**src/rtl/systolic_feed_sequencer.sv**
```systemverilog
// ---------------------------------------------------------------------------
// systolic_feed_sequencer
//
// Sequences one matrix-multiply pass on an N x N systolic array:
//   CLEAR : one-cycle pe_clr to every PE accumulator
//   FEED  : diagonally skewed read enables/addresses for the A row buffers
//           and B column buffers, followed by N-1 drain cycles
//   WRITE : one result row written back per cycle, rows 0..N-1
//   DONE  : one-cycle done pulse back to the host
//
// Ports
//   clk        clock, all logic on the rising edge
//   rst        synchronous active-high reset
//   start      single-cycle request, only honoured in IDLE
//   k_len      reduction length K, sampled with start
//   busy       high in every state except IDLE
//   done       one-cycle completion pulse
//   pe_clr     clears all PE accumulators
//   a_en       bit i = row-i A-buffer read enable
//   a_addr     row-i A-buffer address at [i*KW +: KW]
//   b_en       bit j = column-j B-buffer read enable
//   b_addr     column-j B-buffer address at [j*KW +: KW]
//   out_wr_en  result write strobe
//   out_row    result row being written
//
// Every output is registered: the registers are loaded from the next-state
// and next-counter values, so outputs line up with the state they describe.
// ---------------------------------------------------------------------------
module systolic_feed_sequencer #(
  parameter int N  = 5,
  parameter int KW = 8,
  parameter int RW = 3
) (
  input  logic              clk,
  input  logic              rst,
  input  logic              start,
  input  logic [KW-1:0]     k_len,
  output logic              busy,
  output logic              done,
  output logic              pe_clr,
  output logic [N-1:0]      a_en,
  output logic [N*KW-1:0]   a_addr,
  output logic [N-1:0]      b_en,
  output logic [N*KW-1:0]   b_addr,
  output logic              out_wr_en,
  output logic [RW-1:0]     out_row
);

  typedef enum logic [2:0] {
    S_IDLE,
    S_CLEAR,
    S_FEED,
    S_WRITE,
    S_DONE
  } state_t;

  localparam logic [KW:0] C_DRAIN_EXTRA = (KW+1)'(2*N-3);
  localparam logic [KW:0] C_LAST_ROW    = (KW+1)'(N-1);

  state_t            r_state;
  state_t            w_state_nxt;
  logic [KW-1:0]     r_k;
  logic [KW-1:0]     w_k_nxt;
  logic [KW:0]       r_cnt;
  logic [KW:0]       w_cnt_nxt;
  logic [KW:0]       w_feed_last;

  logic [KW+1:0]     w_t;
  logic [KW+1:0]     w_k_ext;
  logic [N-1:0]      w_en;
  logic [N*KW-1:0]   w_addr;

  logic              r_busy;
  logic              r_done;
  logic              r_pe_clr;
  logic [N-1:0]      r_a_en;
  logic [N*KW-1:0]   r_a_addr;
  logic [N-1:0]      r_b_en;
  logic [N*KW-1:0]   r_b_addr;
  logic              r_wr_en;
  logic [RW-1:0]     r_row;

  // Final FEED count: K+2N-3 (last enable at K+N-2, then N-1 drain cycles).
  assign w_feed_last = {1'b0, r_k} + C_DRAIN_EXTRA;

  // State register
  always_ff @(posedge clk) begin
    if (rst) begin
      r_state <= S_IDLE;
    end else begin
      r_state <= w_state_nxt;
    end
  end

  // Next-state, latched K and shared FEED/WRITE counter
  always_comb begin
    w_state_nxt = r_state;
    w_k_nxt     = r_k;
    w_cnt_nxt   = r_cnt;
    case (r_state)
      S_IDLE: begin
        if (start) begin
          if (k_len != '0) begin
            w_state_nxt = S_CLEAR;
            w_k_nxt     = k_len;
          end else begin
            // Empty reduction: nothing to clear, feed or write.
            w_state_nxt = S_DONE;
          end
        end
      end
      S_CLEAR: begin
        w_state_nxt = S_FEED;
        w_cnt_nxt   = '0;
      end
      S_FEED: begin
        if (r_cnt == w_feed_last) begin
          w_state_nxt = S_WRITE;
          w_cnt_nxt   = '0;
        end else begin
          w_cnt_nxt = r_cnt + (KW+1)'(1);
        end
      end
      S_WRITE: begin
        if (r_cnt == C_LAST_ROW) begin
          w_state_nxt = S_DONE;
          w_cnt_nxt   = '0;
        end else begin
          w_cnt_nxt = r_cnt + (KW+1)'(1);
        end
      end
      S_DONE: begin
        w_state_nxt = S_IDLE;
      end
      default: begin
        w_state_nxt = S_IDLE;
      end
    endcase
  end

  // Skewed lane enables: lane i is active for t in [i, i+K) and reads
  // element t-i. A and B use the identical skew, so one set feeds both.
  // Comparisons are done one bit wider than t so i+K never wraps.
  always_comb begin
    w_en    = '0;
    w_addr  = '0;
    w_t     = {1'b0, w_cnt_nxt};
    w_k_ext = {2'b00, r_k};
    if (w_state_nxt == S_FEED) begin
      for (int i = 0; i < N; i++) begin
        if ((w_t >= (KW+2)'(i)) && (w_t < ((KW+2)'(i) + w_k_ext))) begin
          w_en[i]            = 1'b1;
          // t-i < K <= 2^KW-1, so the low KW bits of the difference are exact.
          w_addr[i*KW +: KW] = w_t[KW-1:0] - KW'(i);
        end
      end
    end
  end

  // Latched K, counter and registered outputs
  always_ff @(posedge clk) begin
    if (rst) begin
      r_k      <= '0;
      r_cnt    <= '0;
      r_busy   <= 1'b0;
      r_done   <= 1'b0;
      r_pe_clr <= 1'b0;
      r_a_en   <= '0;
      r_a_addr <= '0;
      r_b_en   <= '0;
      r_b_addr <= '0;
      r_wr_en  <= 1'b0;
      r_row    <= '0;
    end else begin
      r_k      <= w_k_nxt;
      r_cnt    <= w_cnt_nxt;
      r_busy   <= (w_state_nxt != S_IDLE);
      r_done   <= (w_state_nxt == S_DONE);
      r_pe_clr <= (w_state_nxt == S_CLEAR);
      r_a_en   <= w_en;
      r_a_addr <= w_addr;
      r_b_en   <= w_en;
      r_b_addr <= w_addr;
      r_wr_en  <= (w_state_nxt == S_WRITE);
      r_row    <= (w_state_nxt == S_WRITE) ? w_cnt_nxt[RW-1:0] : '0;
    end
  end

  assign busy      = r_busy;
  assign done      = r_done;
  assign pe_clr    = r_pe_clr;
  assign a_en      = r_a_en;
  assign a_addr    = r_a_addr;
  assign b_en      = r_b_en;
  assign b_addr    = r_b_addr;
  assign out_wr_en = r_wr_en;
  assign out_row   = r_row;

endmodule

```
**config.mk**
```make
export PLATFORM = sky130hd
export DESIGN_NAME = systolic_feed_sequencer
export DESIGN_NICKNAME = d
export VERILOG_FILES = /design/src/rtl/systolic_feed_sequencer.sv
export SDC_FILE = /design/constraint.sdc
export NUM_CORES = 1
export LEC_CHECK = 0
export CORE_UTILIZATION = 40
export CTS_CLUSTER_DIAMETER = 200
export DETAILED_ROUTE_END_ITERATION = 8
export GPL_TIMING_DRIVEN = 0
export PLACE_DENSITY = 0.7
export SLEW_MARGIN = 0
export SYNTH_ARGS = -nofsm -noshare
export SYNTH_HDL_FRONTEND = slang
export SYNTH_SLANG_ARGS = --single-unit
```
**constraint.sdc**
```tcl
create_clock -name clk -period 8.4 [get_ports clk]
set_input_delay 1.26 -clock clk [delete_from_list [all_inputs] [get_ports clk]]
set_output_delay 1.26 -clock clk [all_outputs]
set_load 0.01 [all_outputs]
```
# Yosys cells after proc, flatten, opt, wreduce, memory -nomap -nowiden
# Index checks and enable logic that the tools add are counted.
# Widths: inputs -> output; s select.
[word_totals]
reg_bits = 72
[op_classes]
reduce_logical = 15
muxes = 13
addsub = 10
n_bitwise = 7
eq_ne = 9
n_lt_le_gt_ge = 9
[op_table]
columns = ["op", "n"]
rows = [
  ["$lt 9x9->1", 4],
  ["$pmux 9 s3", 1],
  ["$add 2x8->9 const A", 2],
  ["$ge 9x2->1 const B", 2],
  ["$mux 9", 2],
  ["$sub 8x2->8 const B", 2],
  ["$reduce_or 3->1", 5],
  ["$eq 3x2->1 const B", 4],
  ["$mux 3", 4],
  ["$pmux 3 s4", 1],
  ["$add 1x8->9 const A", 1],
  ["$add 3x8->9 const A", 1],
  ["$add 8x3->9 const B", 1],
  ["$add 9x1->9 const B", 1],
  ["$eq 9x3->1 const B", 1],
  ["$eq 9x9->1", 1],
  ["$ge 9x1->1 const B", 1],
  ["$ge 9x3->1 const B", 1],
  ["$lt 9x8->1", 1],
  ["$reduce_bool 8->1", 1],
  ["$sub 8x1->8 const B", 1],
  ["$sub 8x3->8 const B", 1],
  ["$not 1->1", 7],
  ["$eq 3x1->1 const B", 2],
  ["7 further kinds", 15],
]

# Depth between registers and ports, before layout
# Gate-level depths: netlist of the first run.
[logic_depth]
ltp_word = 8
depth_mapped = 19
ltp_nobuf = 17

# Worst setup path after synthesis of the first run
# No wires, ideal clock.
[synth_path]
path_type = "register -> register"
startpoint = "register r_k[2]"
endpoint = "register r_b_addr[9], in the netlist b_addr[9]"
n_path_buf = 2
t_required_ns = 8.319
arrival_time_ns = 3.917
stages_incl_launch_ff = 17
period_less_slack_ns = 3.997
setup_time_ns = 0.081
path_slack_ns = 4.403
cell_sequence = "dfxtp_1 inv_1 ha_1 a21boi_0 or3_1 a221oi_2 and3_1 buf_2 a211o_1 clkbuf_1 inv_1 ha_1 a21o_1 a21o_1 a211oi_1 o311ai_4 nor3b_1"
[synth_between]
elab_chain_cells = 8
elab_cells_between_ends = 15
classes_between = "3 x add/sub; 2 x order compare; 2 x eq/ne; 4 x mux; 2 x bitwise; 2 x reduce/logical"
[synth_rtl]
columns = ["item", "line_no", "text"]
rows = [
  ["start: declaration", "62", "logic [KW-1:0] r_k;"],
  ["start signal: assignment", "175", "r_k <= w_k_nxt;"],
  ["$add 8x3->9 (*)", "84", "assign w_feed_last = {1'b0, r_k} + C_DRAIN_EXTRA;"],
  ["$eq 9x9->1 (*)", "117", "if (r_cnt == w_feed_last) begin"],
  ["$mux 9 (*)", "117", ""],
  ["$pmux 9 s3 (*)", "100", "case (r_state)"],
  ["named net w_cnt_nxt[6]", "65", "logic [KW:0] w_cnt_nxt;"],
  ["$ge 9x1->1 / $lt 9x9->1 (equally long branches)", "151", "if ((w_t >= (KW+2)'(i)) && (w_t < ((KW+2)'(i) + w_k_ext))) begin"],
  ["$logic_and 1x1->1 (*)", "151", ""],
  ["$not 1->1 (no line) (*)", "--", ""],
  ["$reduce_or 3->1 (no line) (*)", "--", ""],
  ["end signal: assignment", "183", "r_b_addr <= w_addr;"],
  ["end: declaration", "79", "logic [N*KW-1:0] r_b_addr;"],
]
# The timed path passes the listed nets; every way through them passes the cells marked *.
# A chain may end at the register's enable or synchronous reset.

# Worst setup path in the final report of the first run
[layout_path]
startpoint = "register r_k[0]"
endpoint = "register r_b_addr[13], in the netlist b_addr[13]"
# The elaborated chain is that of the path after synthesis.

==> summary.md, run 1 <==
| Metric | Value |
|---|---|
| Status | `finished clean` |
| Synth Instances | `585` |
| Net switching power | `0.250 mW` |
| IO Pins | `108` |
| DIE HEIGHT | `114 um` |
| Post-DP HPWL | `11.1 mm` |
| Ys flop type | `dfxtp_1` |
| Async SR Flop Fraction | `0%` |
| DR DRC count | `0` |
| Core footprint | `12200 um2` |
| H-tree depth | `3` |
| Initial antenna violation count | `0` |
| CP Launch Type | `flip-flop` |
| First-pass GRT wire length | `23.0 mm` |
| Fin cells | `876` |
| Logic pwr share | `18.9%` |
| PortBufs | `107` |
| WHS | `0.725 ns` |
| Worst Tran Pin Value | `1.07 ns` |
| Maximum VDD drop | `0.0822 mV` |
| #FFs+latches synth | `72` |
| Gr busiest metal | `met2` |
| Largest net degree at the start of global routing | `12` |
| Seq pwr share | `37.2%` |
| Syn Area/Cell | `8.62 um2` |
| CTS root buffer | `clkbuf_16` |
| Share of total power in the clock network | `43.9%` |
| CTS tree | `done` |
| Register area share after synthesis | `28.6%` |
| Sum of negative setup slack | `0 ns` |
| Post-CTS Setup Inserts | `0` |
| Nets@finish | `769` |
| Share of layout cells above drive strength 1 | `14.7%` |
| Chip Width | `114 um` |
| Met3 Use GR | `4.87%` |
| WL per Instance | `16.2 um` |
| Sw Share | `26.1%` |
| WP data arrival | `5.35 ns` |
| Rows | `40` |
| Critical Path Fanout Max | `10` |
| Cell Area, Synth | `5040 um2` |
| CP Class | `flip-flop to flip-flop` |
| Vias | `4458` |
| Gr usage total | `23.1%` |
| Final setup fails | `0` |
| Iteration count of the initial detailed-routing pass | `4` |
| F_max | `196 MHz` |
| Clock latency on the worst-skew pair | `0.34 ns` |
| Final Instance Area | `6660 um2` |
| Total power | `0.959 mW` |
| Internal cell power | `0.708 mW` |
| Yosys warning count | `0` |
| Commonest cells after routing, fill and taps aside | `107 x clkdlybuf4s50_1, 72 x dfxtp_1, 55 x ha_1` |
| Pins Over Slew Limit | `0` |
| Slew HR | `28.2%` |
| Max cap viols | `0` |
| CP required | `8.64 ns` |
| GPL Wtd Cong | `0.910` |
| Met2 GRT Util | `38.7%` |
| Drt total wl | `14.2 mm` |
| # hold bufs at CTS | `0` |
| Final worst path period share | `60.8%` |
| Die ar. | `13100 um2` |
| Area grow syn2layout | `32.0%` |
| GR Layer Usage met1 | `28.2%` |
| Placed inst area | `6320 um2` |
| Clock sink count | `72` |
| Tmin final | `5.11 ns` |
| Synth unique cells | `65` |
| EDFF count, synth | `0` |
| RSZ-0062 raised after global routing | `no` |
| Antenna-violating nets left | `0` |
| Resized cells post-CTS | `0` |
| Syn Nets | `651` |
| Critical Path Sink Type | `flip-flop` |
| Setup Skew | `0.00965 ns` |
| Most common cell after layout, fill and taps aside | `clkdlybuf4s50_1` |
| Vias in the first global route | `4425` |
| Iter 0 DRT Violations | `172` |
| Dpl cells | `860` |
| Grt total ovfl | `0` |
| Clock-pin slew on the worst setup and hold paths | `0.06 ns` |
| Clock Path Buffers | `2` |
| TritonCTS Buffers | `9` |
| Worst min path class | `flip-flop to flip-flop` |
| Diodes inserted | `0` |
| Pleak | `2.80 nW` |
| Via-to-Cell Ratio | `5.09` |
| Power per Cell Area | `144 nW/um2` |
| Initial Util | `41.5%` |
| Final hold vios | `0` |
## cells by family after synthesis
family	share of synthesized area [%]
simple gates	20.1
compound gates	16.0
buf+inv	11.8
flops	28.6
xor+xnor	9.73
fa+ha+maj	13.6
mux	0.199
## power groups by stage
stage | sequential (mW) | clock (mW) | combinational (mW)
6_report | 0.357 | 0.421 | 0.181
3_3_place_gp | 0.364 | 0 | 0.176
3_5_place_dp | 0.364 | 0 | 0.180
4_1_cts | 0.357 | 0.428 | 0.181
2_1_floorplan | 0.365 | 0 | 0.120
5_1_grt | 0.358 | 0.445 | 0.200
## final cells by class
class / instances / area [um2]
fillers: 1166 / 5500
multi-input cells: 413 / 3010
flip-flops and latches: 72 / 1440
repair buffers: 107 / 1070
plain buffers: 73 / 492
clock buffers: 14 / 274
well taps: 168 / 210
inverters: 27 / 103
clock inverters: 2 / 60.1
## layer usage
layer | share of wire, % | vias to the layer above | routed length, um
li1 | - | 2228 | -
met1 | 44 | 2040 | 6250
met2 | 47 | 161 | 6620
met3 | 6.6 | 29 | 932
met4 | 2.8 | 0 | 395
met5 | 0 | - | 0
## cells in the mapped netlist, types with 5 or more instances
library cell	n	area, um2
dfxtp_1	72	1440
ha_1	55	688
nor2_1	51	191
buf_4	49	368
xnor2_1	43	377
nand2_1	30	113
nor3_1	30	150
a21oi_1	26	130
inv_1	26	97.6
o21ai_0	17	85.1
xor2_1	13	114
clkbuf_1	12	45.0
nand3_1	12	60.1
nor2b_1	12	75.1
a21o_1	10	75.1
a211oi_1	9	67.6
and3_1	9	56.3
buf_2	9	45.0
nand4_1	9	56.3
nor3_2	7	70.1
o211ai_1	6	45.0
or2_2	5	31.3
## state kept, by name (all words and copies together), names as in the netlist
| name | count |
|---|---|
| b_addr | 40 |
| b_en | 5 |
| busy | 1 |
| done | 1 |
| out_row | 3 |
| out_wr_en | 1 |
| pe_clr | 1 |
| r_cnt | 9 |
| r_k | 8 |
| r_state | 3 |
## critical path: stages, from the launching register on
cell and delay [ns]:
dfxtp_1 0.39, buf_2 0.27, inv_1 0.10, ha_1 0.27, nor2b_1 0.24, o211ai_1 0.12, nor3_1 0.55, o21a_2 0.31
a211o_1 0.15, clkbuf_1 0.48, inv_1 0.35, ha_1 0.40, a21o_1 0.18, a21o_1 0.17, a211oi_1 0.49, o311ai_4 0.27
nor3_1 0.26
## stage by stage
step,setup WS (ns),utilization [%]
after floorplan,4.40,-
after global placement,3.47,52.0
after detailed placement,3.33,52.0
after CTS,3.31,54.7
after global routing,2.90,54.7
final,3.29,54.7
## worst paths after layout
kind | from | end | slack, ns | depth (start not counted)
hold reg to reg | r_cnt[8]$_SDFF_PP0_ | r_cnt[8]$_SDFF_PP0_ | 0.73 | 2
setup reg to reg | r_k[0]$_SDFFE_PP0P_ | b_addr[13]$_SDFF_PP0_ | 3.29 | 16
hold / removal | r_cnt[8]$_SDFF_PP0_ | r_cnt[8]$_SDFF_PP0_ | 0.73 | 2
setup / recovery | r_k[0]$_SDFFE_PP0P_ | b_addr[13]$_SDFF_PP0_ | 3.29 | 16
No activity file was read; power rests on OpenSTA's default activity.
==> run 2: changes to the inputs <==
- clock period: 8.4 -> 4.77 ns (I/O delays scaled with it)
==> summary.md, run 2 (synthesis gave the netlist of run 1 again) <==
| Metric | Value |
|---|---|
| Status | `finished clean` |
| DIE HEIGHT | `114 um (unchanged)` |
| Number of flip-flops in the largest register | `40 (unchanged)` |
| CP Class | `flip-flop to flip-flop` |
| DR DRC count | `0 (unchanged)` |
| Worst Tran Pin Value | `0.763 ns (-0.308 ns)` |
| Die ar. | `13100 um2 (unchanged)` |
| F_max | `224 MHz (+14%)` |
| Setup Skew | `0.00877 ns (-0.000885 ns)` |
| Slew HR | `49.0% (+21 points)` |
| Initial antenna violation count | `0 (unchanged)` |
| Tmin final | `4.47 ns (-0.635 ns)` |
| Clock Path Buffers | `2 (unchanged)` |
| Nets@finish | `766 (-0.39%)` |
| IO Pins | `108 (unchanged)` |
| Antenna-violating nets left | `0 (unchanged)` |
| Commonest cells after routing, fill and taps aside | `107 x clkdlybuf4s50_1, 72 x dfxtp_1, 55 x ha_1` |
| Final setup fails | `0 (unchanged)` |
| Rows | `40 (unchanged)` |
| Maximum VDD drop | `0.145 mV (+76%)` |
| FF-to-FF path depth | `15 (-1)` |
| RSZ-0062 raised after global routing | `no` |
| WL per Instance | `16.4 um (+1.0%)` |
| CTS tree | `done` |
| Critical Path Sink Type | `flip-flop` |
| Power per Cell Area | `253 nW/um2 (+75%)` |
| Slowest-stage cell, CP | `dfxtp_1` |
| GPL Wtd Cong | `0.910 (unchanged)` |
| CP required | `5.01 ns (-3.63 ns)` |
| Initial Util | `41.5% (unchanged)` |
| WP data arrival | `4.71 ns (-0.64 ns)` |
| Area grow syn2layout | `32.8%` |
| Share of layout cells above drive strength 1 | `16.5% (+1.8 points)` |
| Core footprint | `12200 um2 (unchanged)` |
| Critical Path Fanout Max | `9 (-1)` |
| Via-to-Cell Ratio | `5.13 (+0.86%)` |
| Pleak | `2.80 nW (+0.13%)` |
| PortBufs | `107 (unchanged)` |
| First-pass GRT wire length | `23.1 mm (+0.24%)` |
| Worst min path class | `flip-flop to flip-flop` |
| Hold Crit Depth | `2 (unchanged)` |
| Final hold vios | `0 (unchanged)` |
| Final worst path period share | `93.8% (+33 points)` |
| Clock-pin slew on the worst setup and hold paths | `0.06 ns (about the same)` |
| Most common cell after layout, fill and taps aside | `clkdlybuf4s50_1` |
| CP peak stage delay | `0.55 ns (about the same)` |
| Chip Width | `114 um (unchanged)` |
| Iteration count of the initial detailed-routing pass | `4 (unchanged)` |
| # fillers | `1157 (-0.77%)` |
| Grt total ovfl | `0 (unchanged)` |
| Iter 0 DRT Violations | `219 (+27%)` |
| CTS root buffer | `clkbuf_16` |
| WHS | `0.720 ns (-0.00475 ns)` |
| # hold bufs at CTS | `0 (unchanged)` |
| Diodes inserted | `0 (unchanged)` |
| Post-DP HPWL | `11.1 mm (unchanged)` |
| TritonCTS Buffers | `9 (unchanged)` |
| Largest net degree at the start of global routing | `12 (unchanged)` |
| Cell chain of the critical path | `inv_1, ha_1, a21boi_1, or3_1, a221oi_2, and3_1, buf_2, a211o_2, inv_1, ha_1, a21o_1, a21o_1, a211oi_2, o311ai_4, nor3_1` |
| Vias in the first global route | `4423 (-0.045%)` |
| H-tree depth | `3 (unchanged)` |
| Gr usage total | `23.2% (+0.068 points)` |
| Vias | `4481 (+0.52%)` |
| Max cap viols | `0 (unchanged)` |
| Clock sink count | `72 (unchanged)` |
| Clock latency on the worst-skew pair | `0.34 ns (about the same)` |
| Drt total wl | `14.3 mm (+0.70%)` |
| Pins Over Slew Limit | `0 (unchanged)` |
| CP Launch Type | `flip-flop` |
| Utilization after layout | `55.1% (+0.31 points)` |
[run 2: layer usage]
layer	part of all wire (%)	GRT usage (%)	up-vias
met5	0	0	-
met4	3.2	11.4	0
met3	6.1	4.82	29
met2	46	38.6	157
met1	44	28.4	2074
li1	-	-	2221
[run 2: worst paths after layout]
path / startpoint / endpoint / slack, ns
worst max-delay path: r_k[2]$_SDFFE_PP0P_ / b_addr[13]$_SDFF_PP0_ / 0.30
worst min-delay path: r_cnt[8]$_SDFF_PP0_ / r_cnt[8]$_SDFF_PP0_ / 0.72
worst max register to register: r_k[2]$_SDFFE_PP0P_ / b_addr[13]$_SDFF_PP0_ / 0.30
worst min register to register: r_cnt[8]$_SDFF_PP0_ / r_cnt[8]$_SDFF_PP0_ / 0.72
[run 2: cell type report]
class,instances,area [um2],share of cell area (%)
timing repair buffer,108,1080,16.1
buffer,69,477,7.12
clock buffer,14,274,4.09
tap,168,210,3.14
sequential,72,1440,21.5
inverter,27,103,1.53
clock inverter,2,60.1,0.897
multi-input combinational,413,3050,45.6
[run 2: critical path: cells and delay by family, from the launching register on]
family	cells	cell delay (ns)
AO/OA/AOI/OAI	7	1.71
AND/OR/NAND/NOR	3	0.84
buffers and inverters	3	0.67
adder cells (fa/ha/maj)	2	0.59
flip-flops	1	0.55
[run 2: stage by stage]
stage	worst slack [ns]	setup TNS [ns]	cell area, um2	instances	power [mW]
2_1_floorplan	0.773	0	5040	585	0.854
3_3_place_gp	-0.161	-3.37	6320	860	0.951
3_5_place_dp	-0.301	-5.30	6320	860	0.958
4_1_cts	0.0600	0	6670	874	1.70
5_1_grt	0.0125	0	6700	873	1.77
6_report	0.298	0	6700	873	1.69
[run 2: power breakdown]
part | leakage (nW) | switching (mW) | internal (mW) | total [mW]
clock network | 0.163 | 0.239 | 0.501 | 0.740
registers | 0.582 | 0.0115 | 0.617 | 0.629
logic | 2.06 | 0.193 | 0.130 | 0.323
[run 2: repair_timing]
action,4_1_cts,5_1_grt
endpoints found under the hold margin,0,0
setup buffers,1,0
gates resized for setup,5,8
pin swaps,1,2
cloned,0,0
endpoints found under the setup margin,33,38
==> run 3: changes to the inputs <==
- CTS_BUF_LIST: not set -> sky130_fd_sc_hd__clkbuf_2 sky130_fd_sc_hd__clkbuf_4 sky130_fd_sc_hd__clkbuf_8
==> summary.md, run 3 (synthesis gave the netlist of run 1 again) <==
| Metric | Value |
|---|---|
| WL per Instance | `16.0 um (-2.1%)` |
| Clock Path Buffers | `2 (unchanged)` |
| Placed inst area | `6320 um2 (unchanged)` |
| IO Pins | `108 (unchanged)` |
| # hold bufs at CTS | `0 (unchanged)` |
| Total power | `1.52 mW (-10%)` |
| Core footprint | `12200 um2 (unchanged)` |
| Worst min path class | `flip-flop to flip-flop` |
| DR DRC count | `0 (unchanged)` |
| Vias | `4420 (-1.4%)` |
| Pins Over Slew Limit | `0 (unchanged)` |
| Drt total wl | `14.0 mm (-2.0%)` |
| CP Class | `flip-flop to flip-flop` |
| CP peak stage delay | `0.56 ns (about the same)` |
| Post-DP HPWL | `11.1 mm (unchanged)` |
| Diodes inserted | `0 (unchanged)` |
| Antenna-violating nets left | `0 (unchanged)` |
| Most common cell after layout, fill and taps aside | `clkdlybuf4s50_1` |
| Clock sink count | `72 (unchanged)` |
| CP required | `5.03 ns (+0.02 ns)` |
| Final hold vios | `0 (unchanged)` |
| Critical Path Sink Type | `flip-flop` |
| R2R Setup Slk | `0.30 ns (about the same)` |
| Max cap viols | `0 (unchanged)` |
| Vias in the first global route | `4360 (-1.4%)` |
| Slew HR | `47.5% (-1.4 points)` |
| F_max | `224 MHz (+0.13%)` |
| Largest net degree at the start of global routing | `12 (unchanged)` |
| Gr usage total | `22.8% (-0.39 points)` |
| Via-to-Cell Ratio | `5.06 (-1.5%)` |
| Critical Path Fanout Max | `9 (unchanged)` |
| TritonCTS Buffers | `9 (unchanged)` |
| CP Launch Type | `flip-flop` |
| Worst Slack Setup Final | `0.304 ns (+0.00593 ns)` |
| Area grow syn2layout | `31.1%` |
| Rows | `40 (unchanged)` |
| Number of flip-flops in the largest register | `40 (unchanged)` |
| Worst Tran Pin Value | `0.785 ns (+0.0216 ns)` |
| Clock latency on the worst-skew pair | `0.36 ns (+0.02 ns)` |
| Final worst path period share | `93.6% (-0.12 points)` |
| Cell chain of the critical path | `inv_1, ha_1, a21boi_1, or3_1, a221oi_2, and3_1, buf_2, a211o_2, inv_1, ha_1, a21o_1, a21o_1, a211oi_2, o311ai_4, nor3_1` |
| WP data arrival | `4.73 ns (+0.02 ns)` |
| Die ar. | `13100 um2 (unchanged)` |
| Grt total ovfl | `0 (unchanged)` |
| DIE HEIGHT | `114 um (unchanged)` |
| Maximum VDD drop | `0.121 mV (-16%)` |
| Commonest cells after routing, fill and taps aside | `107 x clkdlybuf4s50_1, 72 x dfxtp_1, 55 x ha_1` |
| Clock-pin slew on the worst setup and hold paths | `0.08 ns (+0.02 ns)` |
| Share of layout cells above drive strength 1 | `16.9% (+0.40 points)` |
| Setup Skew | `0.0151 ns (+0.00629 ns)` |
| Iteration count of the initial detailed-routing pass | `5 (+1)` |
| Initial Util | `41.5% (unchanged)` |
| Iter 0 DRT Violations | `168 (-23%)` |
| Pre-CTS setup slack | `-0.301 ns (unchanged)` |
| CTS tree | `done` |
| Tmin final | `4.47 ns (-0.00593 ns)` |
| Final Instance Area | `6610 um2 (-1.3%)` |
| CTS root buffer | `clkbuf_8` |
| PortBufs | `107 (unchanged)` |
| Power per Cell Area | `230 nW/um2 (-9.1%)` |
| Nets@finish | `767 (+0.13%)` |
| Pleak | `2.77 nW (-1.2%)` |
| H-tree depth | `3 (unchanged)` |
| RSZ-0062 raised after global routing | `no` |
| WHS | `0.730 ns (+0.00924 ns)` |
| Initial antenna violation count | `0 (unchanged)` |
| Slowest-stage cell, CP | `dfxtp_1` |
| Final setup fails | `0 (unchanged)` |
| Status | `finished clean` |
| GPL Wtd Cong | `0.910 (unchanged)` |
| Chip Width | `114 um (unchanged)` |
| First-pass GRT wire length | `22.8 mm (-1.1%)` |
-- run 3: changes by cell type in the layout (fill, tap and decap cells not counted), sizes merged --
cell	change
buf	+1
-- run 3: repair_timing --
item	in CTS	in global routing
setup buffers	1	1
setup endpoints to repair	33	38
hold endpoints to repair	0	0
gates resized for setup	5	8
pin swaps	1	1
-- run 3: worst max-delay path, delay by kind of cell (launching register included) --
kind	cells	cell delay (ns)
buffers and inverters	3	0.67
AOI/OAI and AO/OA	7	1.71
and+or+nand+nor	3	0.83
DFF	1	0.56
adders and majority gates	2	0.59
-- run 3: cell type report --
class,instances,area [um2]
fill,1165,5550
multi-input combinational,413,3050
sequential,72,1440
clock buffer,14,180
clock inverter,2,60.1
buffer,69,477
tap,168,210
inverter,27,103
timing repair buffer,109,1090
-- run 3: path summary, 6_finish.rpt --
kind,cells after the start,endpoint,startpoint
hold reg to reg,2,r_state[2]$_SDFF_PP0_,r_state[2]$_SDFF_PP0_
setup / recovery,15,b_addr[13]$_SDFF_PP0_,r_k[2]$_SDFFE_PP0P_
hold / removal,2,r_state[2]$_SDFF_PP0_,r_state[2]$_SDFF_PP0_
setup reg to reg,15,b_addr[13]$_SDFF_PP0_,r_k[2]$_SDFFE_PP0P_
-- run 3: per-stage QoR --
| stage | instances | setup TNS, ns | util [%] |
|---|---|---|---|
| 6_report | 874 | 0 | 54.3 |
| 3_5_place_dp | 860 | -5.30 | 52.0 |
| 2_1_floorplan | 585 | 0 | - |
| 5_1_grt | 874 | 0 | 54.3 |
| 3_3_place_gp | 860 | -3.37 | 52.0 |
| 4_1_cts | 874 | 0 | 54.1 |
-- run 3: routing by layer --
metal	wire [um]	vias up	GRT usage [%]
li1	-	2218	-
met2	6460	153	37.5
met4	425	0	10.6
met3	824	26	4.76
met1	6290	2023	28.5
met5	0	-	0
-- run 3: power breakdown --
part           internal, mW  switching (mW)  total (mW)
clock network         0.349           0.216       0.566
registers             0.616          0.0113       0.627
logic                 0.132           0.192       0.324
